<file path="src/rtl/sr_ctrl_pkg.sv">
// Shared definitions for the SR command path: arbitration states, default
// debounce length and the debounce counter width derivation.
package sr_ctrl_pkg;

    typedef enum logic [1:0] {
        IDLE   = 2'd0,
        PEND_S = 2'd1,
        PEND_R = 2'd2
    } sr_state_e;

    localparam int unsigned DEFAULT_DEBOUNCE_CYCLES = 4;

    // The counter must hold values up to DEBOUNCE_CYCLES.
    function automatic int unsigned cnt_width(input int unsigned cycles);
        return $clog2(cycles + 1);
    endfunction

endpackage

</file>
<file path="src/rtl/sr_cmd_pulse_gen_sync_debounce.sv">
// Two-flop synchronizer plus level debouncer for one raw request line;
// flags the cycle in which the accepted level is about to rise.
module sync_debounce
    import sr_ctrl_pkg::*;
#(
    parameter int unsigned DEBOUNCE_CYCLES = DEFAULT_DEBOUNCE_CYCLES
) (
    input  logic clk,
    input  logic rst_n,
    input  logic raw,
    output logic level,
    output logic rise_evt
);

    localparam int unsigned    CNT_W    = cnt_width(DEBOUNCE_CYCLES);
    localparam logic [CNT_W-1:0] CNT_LAST = CNT_W'(DEBOUNCE_CYCLES - 1);

    logic             r_sync1;
    logic             r_sync2;
    logic             r_db;
    logic [CNT_W-1:0] r_cnt;

    logic w_diff;
    logic w_done;

    assign w_diff = (r_sync2 != r_db);
    assign w_done = w_diff && (r_cnt == CNT_LAST);

    always_ff @(posedge clk or negedge rst_n) begin
        if (!rst_n) begin
            r_sync1 <= 1'b0;
            r_sync2 <= 1'b0;
            r_db    <= 1'b0;
            r_cnt   <= '0;
        end else begin
            r_sync1 <= raw;
            r_sync2 <= r_sync1;
            // Any cycle agreeing with the accepted level restarts qualification.
            if (!w_diff) begin
                r_cnt <= '0;
            end else if (w_done) begin
                r_db  <= r_sync2;
                r_cnt <= '0;
            end else begin
                r_cnt <= r_cnt + CNT_W'(1);
            end
        end
    end

    assign level    = r_db;
    assign rise_evt = w_done && r_sync2;

endmodule

</file>
<file path="src/rtl/sr_cmd_pulse_gen.sv">
// Command stage for an SR flip-flop: debounced set/reset requests become
// single-cycle S/R pulses, arbitrated so S and R are never high together.
module sr_cmd_pulse_gen
    import sr_ctrl_pkg::*;
#(
    parameter int unsigned DEBOUNCE_CYCLES = DEFAULT_DEBOUNCE_CYCLES,
    parameter bit          PRIORITY_SET    = 1'b1
) (
    input  logic clk,
    input  logic rst_n,
    input  logic set_req_raw,
    input  logic rst_req_raw,
    output logic S,
    output logic R,
    output logic pend,
    output logic merge
);

    logic w_rise_s, w_rise_r;
    logic w_lvl_s,  w_lvl_r;
    logic w_evt_s,  w_evt_r;

    sr_state_e r_state;

    sync_debounce #(.DEBOUNCE_CYCLES(DEBOUNCE_CYCLES)) u_db_set (
        .clk      (clk),
        .rst_n    (rst_n),
        .raw      (set_req_raw),
        .level    (w_lvl_s),
        .rise_evt (w_rise_s)
    );

    sync_debounce #(.DEBOUNCE_CYCLES(DEBOUNCE_CYCLES)) u_db_rst (
        .clk      (clk),
        .rst_n    (rst_n),
        .raw      (rst_req_raw),
        .level    (w_lvl_r),
        .rise_evt (w_rise_r)
    );

    // A rise is only meaningful while the accepted level is still low.
    assign w_evt_s = w_rise_s && !w_lvl_s;
    assign w_evt_r = w_rise_r && !w_lvl_r;

    always_ff @(posedge clk or negedge rst_n) begin
        if (!rst_n) begin
            r_state <= IDLE;
            S       <= 1'b0;
            R       <= 1'b0;
            pend    <= 1'b0;
            merge   <= 1'b0;
        end else begin
            S     <= 1'b0;
            R     <= 1'b0;
            pend  <= 1'b0;
            merge <= 1'b0;
            case (r_state)
                IDLE: begin
                    if (w_evt_s && w_evt_r) begin
                        pend <= 1'b1;
                        if (PRIORITY_SET) begin
                            S       <= 1'b1;
                            r_state <= PEND_R;
                        end else begin
                            R       <= 1'b1;
                            r_state <= PEND_S;
                        end
                    end else if (w_evt_s) begin
                        S <= 1'b1;
                    end else if (w_evt_r) begin
                        R <= 1'b1;
                    end
                end
                PEND_S: begin
                    S     <= 1'b1;
                    merge <= w_evt_s;
                    if (w_evt_r) begin
                        pend    <= 1'b1;
                        r_state <= PEND_R;
                    end else begin
                        r_state <= IDLE;
                    end
                end
                PEND_R: begin
                    R     <= 1'b1;
                    merge <= w_evt_r;
                    if (w_evt_s) begin
                        pend    <= 1'b1;
                        r_state <= PEND_S;
                    end else begin
                        r_state <= IDLE;
                    end
                end
                default: r_state <= IDLE;
            endcase
        end
    end

endmodule

</file>
<file path="config.mk">
export PLATFORM = sky130hd
export DESIGN_NAME = sr_cmd_pulse_gen
export DESIGN_NICKNAME = d
export VERILOG_FILES = /design/src/rtl/sr_ctrl_pkg.sv /design/src/rtl/sr_cmd_pulse_gen_sync_debounce.sv /design/src/rtl/sr_cmd_pulse_gen.sv
export SDC_FILE = /design/constraint.sdc
export NUM_CORES = 1
export LEC_CHECK = 0
export ABC_AREA = 1
export CORE_MARGIN = 10
export CORE_UTILIZATION = 52
export CTS_BUF_LIST = sky130_fd_sc_hd__clkbuf_8
export DETAILED_ROUTE_END_ITERATION = 10
export HOLD_SLACK_MARGIN = 0.03
export PLACE_DENSITY = 0.85
export SYNTH_ARGS = -nofsm -noshare
export SYNTH_HDL_FRONTEND = slang
export SYNTH_HIERARCHICAL = 1
export SYNTH_SLANG_ARGS = --single-unit
</file>
<file path="constraint.sdc">
create_clock -name clk -period 1.1 [get_ports clk]
set_input_delay 0.22 -clock clk [delete_from_list [all_inputs] [get_ports clk]]
set_output_delay 0.22 -clock clk [all_outputs]
set_load 0.02 [all_outputs]
</file>
==> flow_summary.yaml <==
global_routing:
  grt_max_degree: 19
  grt_pass1_wl_um: 2820
  overflow: 0
  antenna_found_initial: 0
  grt_pass1_vias: 675
  track_usage: 0.101
route:
  drc: 0
  postRouteAntennaNets: 0
  firstDrtPassIters: 4
  routedWlPerCell_um: 12.5
  vias: 701
  viasPerCell: 4.97
  drt_iter0_markers: 11
  wirelength_um: 1770
final_layout:
  nets: 139
  syn2layout_area_growth_pct: 35.6
  nFillCells: 100
  final_common_cell: "nand2_1"
  diodes: 0
  drive_above_1_share: 0.344
  final_util: 0.769
  largestRegisters: "u_db_rst/r_cnt (3), u_db_set/r_cnt (3), r_state (2)"
  layout_common_cells: "nand2_1 (24), dfrtp_1 (18), inv_1 (15)"
timing:
  rsz0062_at_grt: "true"
  fmax_mhz: 733
  setup_ws_ns: -0.264
  maxSlewViolCount: 0
  finalSetupViolCount: 5
  hold_viol: 0
  skew_ns: 0.000840
  min_period_ns: 1.36
  worst_slew_pin_slew_ns: 0.225
  period_share: 1.24
  maxSlewHeadroom: 0.850
yosys:
  ys_seq_area_frac: 0.515
  syn_avg_cell_area_sq_um: 8.66
  synth_area_sq_um: 875
  ys_seq_elements: 18
  syn-num-nets: 113
  syn_inst: 101
  synth.distinct_cells: 13
  synth_warnings: 6
placement:
  portBuffers: 7
  dp_slack_ns: -0.205
  hpwl_um: 1190
  gp_congestion: 0.782
power:
  vdd_ir_drop_max_v: 0.00119
  switching_share: 0.364
  comb_power_share: 0.409
  seqPwrFrac: 0.401
  p_int_mw: 1.51
  p_leak_nw: 0.600
  power_density_nw_per_um2: 2000
  pwr-share-clk: 0.190
  p_switching_mw: 0.864
worst_setup_path:
  arrival_ns: 1.55
  crit_required_ns: 1.28
  rrSetupSlack_ns: -0.26
  crit_path_end_kind: "flop"
  startpoint_type: "flop"
  path_class: "flop to flop"
  path_max_fanout: 4
cts:
  clk_latency_ns: 0.25
  cts_root_buf: "clkbuf_8"
  cts_sinks: 18
  cts_buffers: 3
  cts_tree: "built"
  h-tree-depth: 1
  clk_path_buf_depth: 2
  clk_pin_slew_ns: 0.06
  hold_buffers: 0
job:
  max_cap_violations: 0
run_status:
  violations: "setup timing"
  status: "finished with violations"
min_path:
  min_path_type: "input pin to async pin"
die:
  initial_core_util: 0.567
  design.portCount: 8
  die_width_um: 61.0
  die_area_sq_um: 3720
  core_sq_um: 1540
  die_y_um: 61.0
  rows: 14
## synth_stat cells
master	count	area [sq um]
dfrtp_1	18	450
nand2_1	28	105
o21ai_0	1	5.00
nand3_1	8	40.0
inv_2	3	11.3
nand2_2	3	18.8
a21oi_1	1	5.00
a21boi_1	1	7.51
ha_1	8	100
nor2_4	2	22.5
o21bai_1	1	7.51
inv_1	17	63.8
nor2_1	10	37.5
## area by class of cell
| cell class | instances | area [sq um] | area share |
|---|---|---|---|
| Clock buffer | 3 | 41.3 | 0.0348 |
| Inverter | 20 | 75.1 | 0.0633 |
| Multi-Input combinational cell | 63 | 437 | 0.368 |
| Sequential cell | 18 | 450 | 0.380 |
| Tap cell | 16 | 20.0 | 0.0169 |
| Timing Repair Buffer | 21 | 163 | 0.137 |
## per-stage QoR
step	setup TNS, ns	hold slack [ns]	power [mW]	cells	instance area, sq um
detailed placement	-0.895	0.335	1.77	132	1050
finish	-1.03	0.298	2.37	141	1190
CTS	-0.658	0.304	2.31	139	1170
global placement	-0.511	0.333	1.72	132	1050
global route	-1.52	0.323	2.56	141	1190
floorplan	-0.192	-0.0756	1.46	101	900
## repair_timing
item	4_1_cts	5_1_grt
hold endpoints to repair	0	0
setup endpoints to repair	9	12
resized for setup	17	14
setup buffers	4	2
pin swaps	5	10
## per-layer routing
metal	wire [um]	track usage
met2	889	0.166
met5	0	0
met1	761	0.114
met3	94	0.0350
met4	21	0.0502
## cell families after synthesis
group,synth area share
AOI/OAI and AO/OA,0.0286
adders and majority gates,0.114
buffers and inverters,0.0858
DFF,0.515
and+or+nand+nor,0.256
## critical path, cell delays in order (launching register included)
cell     delay, ns
dfrtp_1       0.39
ha_4          0.17
nand3_4       0.08
nor2_4        0.12
inv_2         0.05
nor2_4        0.14
buf_4         0.12
nand3_1       0.09
a21oi_2       0.13
## power groups by stage
stage	clock [mW]	combinational (mW)	sequential, mW
2_1_floorplan	0	0.489	0.971
3_3_place_gp	0	0.809	0.915
3_5_place_dp	0	0.849	0.919
4_1_cts	0.455	0.912	0.943
5_1_grt	0.484	1.11	0.964
6_report	0.451	0.972	0.951
## path summary, 6_finish.rpt
| kind | start | endpoint | depth (start not counted) |
|---|---|---|---|
| min in group clk | u_db_rst/r_sync1 | u_db_rst/r_sync2 | 0 |
| setup / recovery | u_db_rst/r_cnt[0] | pend | 8 |
| setup reg to reg | u_db_rst/r_cnt[0] | pend | 8 |
| hold reg to reg | u_db_rst/r_sync1 | u_db_rst/r_sync2 | 0 |
| hold / removal | rst_n | S | 2 |
| max in group asynchronous | rst_n | u_db_rst/r_sync2 | 2 |
No activity file was read; power rests on OpenSTA's default activity.
